<file path="src/rtl/counter_run_controller_pkg.sv">
// Shared definitions for the counter run controller: controller state
// encodings, default datapath widths and the controller-to-core command bundle.
// Optional feature macro: CNT_CTRL_PAUSE_EN (enables the PAUSE state).
package counter_run_controller_pkg;

    // Default counter width (q, limit) and loop-count width (loops, loop_cnt).
    localparam int DEF_WIDTH  = 3;
    localparam int DEF_LOOP_W = 4;

    // Binary state encoding. ST_PAUSE is only reachable when CNT_CTRL_PAUSE_EN is defined.
    typedef enum logic [1:0] {
        ST_IDLE  = 2'd0,
        ST_RUN   = 2'd1,
        ST_PAUSE = 2'd2,
        ST_DONE  = 2'd3
    } state_e;

    // Commands from the controller FSM to the counter core.
    typedef struct packed {
        logic clr;  // synchronous clear of q
        logic en;   // advance q by one, wrapping to 0 at limit
    } core_ctrl_t;

endpackage

</file>
<file path="src/rtl/counter_run_controller_core.sv">
// Counter core: WIDTH-bit positive-edge up counter with synchronous clear,
// count enable and wrap-to-zero at a programmable limit. at_limit flags that
// the current value equals the limit, so the next enabled edge wraps.
module counter_run_controller_core
    import counter_run_controller_pkg::*;
#(
    parameter int WIDTH = DEF_WIDTH
) (
    input  logic             clk,
    input  logic             rst,
    input  logic             clr,
    input  logic             en,
    input  logic [WIDTH-1:0] limit,
    output logic [WIDTH-1:0] q,
    output logic             at_limit
);

    logic [WIDTH-1:0] q_q;
    logic [WIDTH-1:0] q_d;

    // Next count: clear wins, otherwise step or wrap when enabled, otherwise hold.
    always_comb begin
        // NOTE: give every combinational output a default first so no path leaves it unassigned (no latch).
        q_d = q_q;
        if (clr) begin
            q_d = '0;
        end else if (en) begin
            q_d = (q_q == limit) ? '0 : q_q + 1'b1;
        end
    end

    // Count register with asynchronous active-low reset.
    always_ff @(posedge clk or negedge rst) begin
        // NOTE: sequential state uses non-blocking assignments so all flops update together at the edge.
        if (!rst) begin
            q_q <= '0;
        end else begin
            q_q <= q_d;
        end
    end

    assign q        = q_q;
    assign at_limit = (q_q == limit);

endmodule

</file>
<file path="src/rtl/counter_run_controller.sv">
// Counter run controller: sequences the counter core through run sessions.
// A session counts 0..limit and wraps, for a latched number of loops (0 means
// run until stop), then emits a one-cycle done pulse. stop aborts at once.
// Optional feature macro: CNT_CTRL_PAUSE_EN -- when defined, pause=1 in RUN
// freezes the count in a PAUSE state; when undefined the pause port is ignored.
module counter_run_controller
    import counter_run_controller_pkg::*;
#(
    parameter int WIDTH  = DEF_WIDTH,
    parameter int LOOP_W = DEF_LOOP_W
) (
    input  logic              clk,
    input  logic              rst,
    input  logic              start,
    input  logic              stop,
    input  logic              pause,
    input  logic [WIDTH-1:0]  limit,
    input  logic [LOOP_W-1:0] loops,
    output logic [WIDTH-1:0]  q,
    output logic              busy,
    output logic              wrap,
    output logic              done,
    output logic [LOOP_W-1:0] loop_cnt
);

    state_e            state_q,    state_d;
    logic [WIDTH-1:0]  limit_q,    limit_d;
    logic [LOOP_W-1:0] loops_q,    loops_d;
    logic [LOOP_W-1:0] loop_cnt_q, loop_cnt_d;
    logic              busy_q,     busy_d;
    logic              wrap_q,     wrap_d;
    logic              done_q,     done_d;
    logic [LOOP_W-1:0] loop_inc;
    core_ctrl_t        ctrl;
    logic              at_limit;

`ifndef CNT_CTRL_PAUSE_EN
    // Without the pause feature the port exists but drives nothing.
    logic unused_pause;
    assign unused_pause = pause;
`endif

    counter_run_controller_core #(
        .WIDTH (WIDTH)
    ) u_core (
        .clk      (clk),
        .rst      (rst),
        .clr      (ctrl.clr),
        .en       (ctrl.en),
        .limit    (limit_q),
        .q        (q),
        .at_limit (at_limit)
    );

    // Next-state and next-output logic; priority in an active session is stop, then pause, then counting.
    always_comb begin
        state_d    = state_q;
        limit_d    = limit_q;
        loops_d    = loops_q;
        loop_cnt_d = loop_cnt_q;
        busy_d     = busy_q;
        wrap_d     = 1'b0;
        done_d     = 1'b0;
        ctrl       = '0;
        loop_inc   = loop_cnt_q + 1'b1;

        case (state_q)
            ST_IDLE: begin
                // A simultaneous stop vetoes the start.
                if (start && !stop) begin
                    state_d    = ST_RUN;
                    ctrl.clr   = 1'b1;
                    loop_cnt_d = '0;
                    limit_d    = limit;
                    loops_d    = loops;
                    busy_d     = 1'b1;
                end
            end

            ST_RUN: begin
                if (stop) begin
                    state_d  = ST_IDLE;
                    ctrl.clr = 1'b1;
                    busy_d   = 1'b0;
                end
`ifdef CNT_CTRL_PAUSE_EN
                else if (pause) begin
                    state_d = ST_PAUSE;
                end
`endif
                else begin
                    ctrl.en = 1'b1;
                    if (at_limit) begin
                        // The core wraps q to 0 on this edge; this edge closes one loop.
                        wrap_d     = 1'b1;
                        loop_cnt_d = loop_inc;
                        if ((loops_q != '0) && (loop_inc == loops_q)) begin
                            state_d = ST_DONE;
                            busy_d  = 1'b0;
                            done_d  = 1'b1;
                        end
                    end
                end
            end

`ifdef CNT_CTRL_PAUSE_EN
            ST_PAUSE: begin
                // Count and loop counter are frozen; release returns to RUN with q held.
                if (stop) begin
                    state_d  = ST_IDLE;
                    ctrl.clr = 1'b1;
                    busy_d   = 1'b0;
                end else if (!pause) begin
                    state_d = ST_RUN;
                end
            end
`endif

            ST_DONE: begin
                // One-cycle completion state; start is ignored here and loop_cnt is kept.
                state_d = ST_IDLE;
            end

            default: begin
                state_d  = ST_IDLE;
                ctrl.clr = 1'b1;
                busy_d   = 1'b0;
            end
        endcase
    end

    // Controller state, latched session parameters and registered outputs.
    always_ff @(posedge clk or negedge rst) begin
        if (!rst) begin
            state_q    <= ST_IDLE;
            limit_q    <= '0;
            loops_q    <= '0;
            loop_cnt_q <= '0;
            busy_q     <= 1'b0;
            wrap_q     <= 1'b0;
            done_q     <= 1'b0;
        end else begin
            state_q    <= state_d;
            limit_q    <= limit_d;
            loops_q    <= loops_d;
            loop_cnt_q <= loop_cnt_d;
            busy_q     <= busy_d;
            wrap_q     <= wrap_d;
            done_q     <= done_d;
        end
    end

    assign busy     = busy_q;
    assign wrap     = wrap_q;
    assign done     = done_q;
    assign loop_cnt = loop_cnt_q;

endmodule

</file>
<file path="config.mk">
export PLATFORM = sky130hd
export DESIGN_NAME = counter_run_controller
export DESIGN_NICKNAME = d
export VERILOG_FILES = /design/src/rtl/counter_run_controller_pkg.sv /design/src/rtl/counter_run_controller_core.sv /design/src/rtl/counter_run_controller.sv
export SDC_FILE = /design/constraint.sdc
export NUM_CORES = 1
export LEC_CHECK = 0
export BUFFER_PORTS_ARGS = -buffer_cell sky130_fd_sc_hd__buf_2
export CAP_MARGIN = 10
export CORE_MARGIN = 2
export CORE_UTILIZATION = 54
export CTS_CLUSTER_SIZE = 28
export DETAILED_ROUTE_END_ITERATION = 6
export GPL_TIMING_DRIVEN = 0
export PLACE_DENSITY = 0.81
export SYNTH_ARGS = -nofsm -noshare
export SYNTH_HDL_FRONTEND = slang
export SYNTH_SLANG_ARGS = --single-unit
export TNS_END_PERCENT = 100
</file>
<file path="constraint.sdc">
create_clock -name clk -period 4.1 [get_ports clk]
set_input_delay 0 -clock clk [delete_from_list [all_inputs] [get_ports clk]]
set_output_delay 0 -clock clk [all_outputs]
set_load 0.02 [all_outputs]
</file>
After elaboration in Yosys (flattened, before gate mapping)
Cells that the tools add are included.

Flip-flop bits (word level): 19. Latch bits: 0. Bits in writable memories: 0. Bits in read-only memories: 0. Bits of input ports: 12. Memories: 0.

Add/subtract/negate cells: 2. Multipliers: 0. Divide/modulo/power cells: 0. $lt $le $gt $ge: 0. Eq/ne operators: 9. Shifts and indexed selects: 0. Mux-type cells: 29. Bitwise operators: 1. Reductions and logical operators: 11.

Operators by type and width (count): $mux 1 (15); $mux 4 (3); $mux 3 (3); $mux 2 (4); $pmux 4 s2 (1); $reduce_and 4->1 (2); $ne 2x2->1 const B (3); $ne 3x3->1 const B (2); $pmux 1 s3 (2); $add 4x1->4 const B (1); $eq 4x4->1 (1); $pmux 2 s2 (1); $reduce_bool 2->1 (2); $reduce_bool 4->1 (1); $add 3x1->3 const B (1); $eq 3x3->1 (1); $reduce_and 3->1 (1); $eq 2x1->1 const B (1); $eq 2x2->1 const B (1); $logic_and 1x1->1 (2); $logic_not 2->1 (1); $reduce_and 2->1 (1); $logic_not 1->1 (1); $not 1->1 (1).

Logic depth before layout (Yosys ltp)
Depth in word-level cells: 7. Gate-level depth with buffers: 5. Depth with buffers taken out: 5.

Cells and area by module
Synthesis repeated with hierarchy kept, for this count alone.

Cell total of the unflattened synthesis: 85. Area total of the unflattened synthesis: 1007.2 um^2.

Modules (own cells, without submodules): counter_run_controller (times used 1, cells each 65, area each 790.8 um^2, seq. area each 400.4 um^2); counter_run_controller_core (times used 1, cells each 20, area each 216.5 um^2, seq. area each 75.1 um^2).

Worst setup path before layout
No wires, ideal clock.

Kind: register to register. Start: register u_core.q_q[0] (netlist: u_core.q[0]). End: register loop_cnt_q[2] (netlist: loop_cnt[2]). Library setup time: 0.118 ns. Data arrival time: 1.357 ns. Path slack: 2.625 ns. Cell stages (with the launch flop): 6. Buffers on the path: 0. Clock period less this slack: 1.475 ns. Cell sequence: dfrtp_1 > xor2_1 > nor3_4 > o21ai_2 > o21bai_1 > a21o_1.

Cells in the longest elaborated chain, start to end: 3.

Ends and longest elaborated chain: start: declaration (RTL line counter_run_controller_core.sv:18) `logic [WIDTH-1:0] q_q;`; start signal: assignment (RTL line counter_run_controller_core.sv:38) `q_q <= q_d;`; $eq 3x3->1 (RTL line counter_run_controller_core.sv:43) `assign at_limit = (q_q == limit);`; $ne 2x2->1 (no line); $reduce_and 4->1 (no line); end signal: assignment (RTL line counter_run_controller.sv:146) `loop_cnt_q <= loop_cnt_d;`; end: declaration (RTL line counter_run_controller.sv:29) `logic [LOOP_W-1:0] loop_cnt_q, loop_cnt_d;`.

Every way passes these cells. A chain may end at the register's enable or synchronous reset.

Final worst setup path
Start: register state_q[0]. End: register u_core.q_q[2] (netlist: u_core.q[2]).

Cells in the longest elaborated chain, start to end: 3. Elaborated cells on any way between the ends: 7.

Ends and longest elaborated chain: start: declaration (RTL line counter_run_controller.sv:26) `state_e state_q, state_d;`; start signal: assignment (RTL line counter_run_controller.sv:143) `state_q <= state_d;`; $eq 2x2->1, or another cell as far along (RTL line counter_run_controller.sv:67) `case (state_q)`; $pmux 1 s3 / $mux 1 (equally long branches) (RTL line counter_run_controller.sv:67); $mux 3 / $reduce_bool 2->1 (equally long branches).

Several ways; a longest one is shown, not always the timed one.

==> impl_metrics.ini <==
[synthesis]
synth-compound-area-share_pct = 10.53
yosysTopAreaCell = dfrtp_1
synth_top_area_share_pct = 52.63
async_flop_share_pct = 100.0
synth_edf_count = 0
synthXorXnorAreaFrac_pct = 7.756
synth.top_cells.by_count = dfrtp_1, mux2_2, o21ai_0
synth_cell_types = 29
synth_nets = 93
synth_top_family_by_area = simple AND/OR/NAND/NOR gates
ys_warn_count = 0
synth-adder-area-share_pct = 2.770
synth_area_um2 = 903.4
yosys.area_share.simple_pct = 14.68
yosys-top-cells-area = dfrtp_1, mux2_2, xor2_1, o21ai_0, ha_1
yosysSeqAreaShare_pct = 52.63
synth_mux_area_share_pct = 9.834
ys.flop_type = dfrtp_1
yosysMostFrequentCell = dfrtp_1
syn_area_per_cell_um2 = 11.44
synth-seq-cells = 19
netlist_instances = 79

[critical_path]
r2r_start = state_q[0]$_DFFE_PN0P_
critPathKind = reg2reg
worstPathMaxFanout = 7
cp-start-kind = flop
r2r_slack_ns = 2.60
cp-end-kind = flop
cp.arrival_ns = 1.68
cp.required_ns = 4.28
r2r_cells = 5
r2r-end = u_core.q[2]$_DFFE_PN0P_

[timing]
rsz0062_at_grt = false
setup_slack_ns = 2.597
slew_violations = 0
max_freq_mhz = 665.4
final_hold_viol_count = 0
worst-slew-pin-transition_ns = 0.4343
fin_skew_ns = 0.004118
fin_setup_tns_ns = 0
maxSlewHeadroom_pct = 70.86
period_minus_slack_ns = 1.503
fin_crit_sh_pct = 36.65
whs_ns = 0.02003
finalSetupViolations = 0

[global_routing]
antenna_found_initial = 0
grt_max_degree = 20
grt.total_usage_pct = 18.61
grt_pass1_wl_um = 2725
grt_pass1_vias = 660
grt_overflow_total = 0

[hold_path]
hold_start = start
hold_class = in2reg
hold_end = state_q[0]$_DFFE_PN0P_
hold_depth = 3

[clocking]
htree_levels = 1
cts_buffers = 3
clk_pin_slew_ns = 0.11
worstSkewPairLatency_ns = 0.29
clk_path_buf_depth = 2
cts_tree = built
clockRootBuffer = clkbuf_4
cts_sinks = 19

[cells_and_area]
final_area_um2 = 1130
diodes = 0
multi_input_area_um2 = 411.6
n_fill_cell = 122
drive_above_1_share_pct = 32.43
nets = 126
syn_to_final_growth_pct = 25.07
regArea_um2 = 475.5

[place]
placed_area_um2 = 1023
dpl.hpwl_um = 1160
port_buffers = 20
pre_cts_slack_ns = 2.622
gp_congestion = 0.7762

[power_and_ir_drop]
power_leakage_uw = 0.0005802
p_total_uw = 414.0
peakVddDrop_mv = 0.2688
powerDensity_nw_per_um2 = 366.4

[detailed_routing]
wl_per_cell_um = 12.59
drtPass1Iterations = 3
drt_iter0_drc = 5
vias = 659
drcViolationCount = 0
viasPerCell = 5.189
wl_um = 1599
drt.antenna.violating_nets = 0

[job]
drv_cap = 0

[floorplanning]
std_cell_rows = 14
initial_core_util_pct = 58.60
dieArea_um2 = 2016
die_x_um = 44.90
coreArea_um2 = 1541
io_pins = 22
die_h_um = 44.90

[outcome]
status = completed
placed cells by master, fill, tap and decap left out, drive strengths merged, types with 2 or more instances in the layout:
| cell | instances |
|---|---|
| nor2 | 4 |
| inv | 3 |
| dfrtp | 19 |
| mux2 | 7 |
| dlygate4sd3 | 8 |
| nand2 | 6 |
| buf | 21 |
| nor3 | 3 |
| and3 | 3 |
| nand3 | 2 |
| ha | 2 |
| xnor2 | 2 |
| o21ai | 9 |
| clkbuf | 4 |
| xor2 | 6 |
| nand2b | 2 |
per-layer routing:
metal / track usage (%) / share of wire (%) / vias to the layer above
met2: 31.88 / 52 / 12
met1: 23.08 / 44 / 304
met4: 6.471 / 0 / 0
met5: 0 / 0 / -
met3: 4.400 / 4.1 / 0
li1: - / - / 343
kinds of logic (layout without fill, tap and decap cells):
family / Yosys count / count (layout)
AOI/OAI and AO/OA: 15 / 15
and+or+nand+nor: 23 / 23
DFF: 19 / 19
muxes: 8 / 8
buffers and inverters: 4 / 36
adders and majority gates: 2 / 2
xor gates and xnor gates: 8 / 8
sequential cells by signal, summed over array words and instances (netlist names):
name,count
busy,1
done,1
limit_q,3
loop_cnt,4
loops_q,4
state_q,2
u_core.q,3
wrap,1
where the power goes:
| group | switching [uW] | internal (uW) |
|---|---|---|
| Clock | 54.2 | 37.7 |
| Sequential | 18.9 | 208 |
| Combinational | 48.5 | 46.7 |
how the worst max path moves through the flow:
stage	from	to	slack, ns	cells after the start
6_report	state_q[0]$_DFFE_PN0P_	u_core.q[2]$_DFFE_PN0P_	2.60	5
5_1_grt	state_q[0]$_DFFE_PN0P_	u_core.q[2]$_DFFE_PN0P_	2.43	5
3_5_place_dp	u_core.q[0]$_DFFE_PN0P_	loop_cnt[2]$_DFFE_PN0P_	2.62	5
2_1_floorplan	u_core.q[0]$_DFFE_PN0P_	loop_cnt[2]$_DFFE_PN0P_	2.63	5
3_3_place_gp	u_core.q[0]$_DFFE_PN0P_	loop_cnt[2]$_DFFE_PN0P_	2.61	5
4_1_cts	loop_cnt[0]$_DFFE_PN0P_	done$_DFF_PN0_	2.59	5
layout make-up:
| cell class | instances | share of cell area [%] |
|---|---|---|
| Tap cell | 16 | 1.772 |
| Buffer | 1 | 0.4430 |
| Timing Repair Buffer | 28 | 15.95 |
| Sequential cell | 19 | 42.08 |
| Multi-Input combinational cell | 56 | 36.43 |
| Inverter | 3 | 0.9967 |
| Clock buffer | 4 | 2.326 |
worst max-delay path: stages (launching register included):
cell and delay [ns]:
dfrtp_1 0.44, inv_1 0.19, o21ai_0 0.12, o21ai_1 0.38
nand2b_1 0.19, o21ai_0 0.09
through the flow:
step | instances | utilization (%)
2_1_floorplan | 79 | -
3_3_place_gp | 115 | 66.40
3_5_place_dp | 115 | 66.40
4_1_cts | 127 | 73.30
5_1_grt | 127 | 73.30
6_report | 127 | 73.30
repair_timing:
action                    in CTS  in global routing
hold endpoints to repair      26                  0
setup buffers                  0                  0
resized for setup              0                  0
hold buffers                   8                  0
No activity file was read; power rests on OpenSTA's default activity.
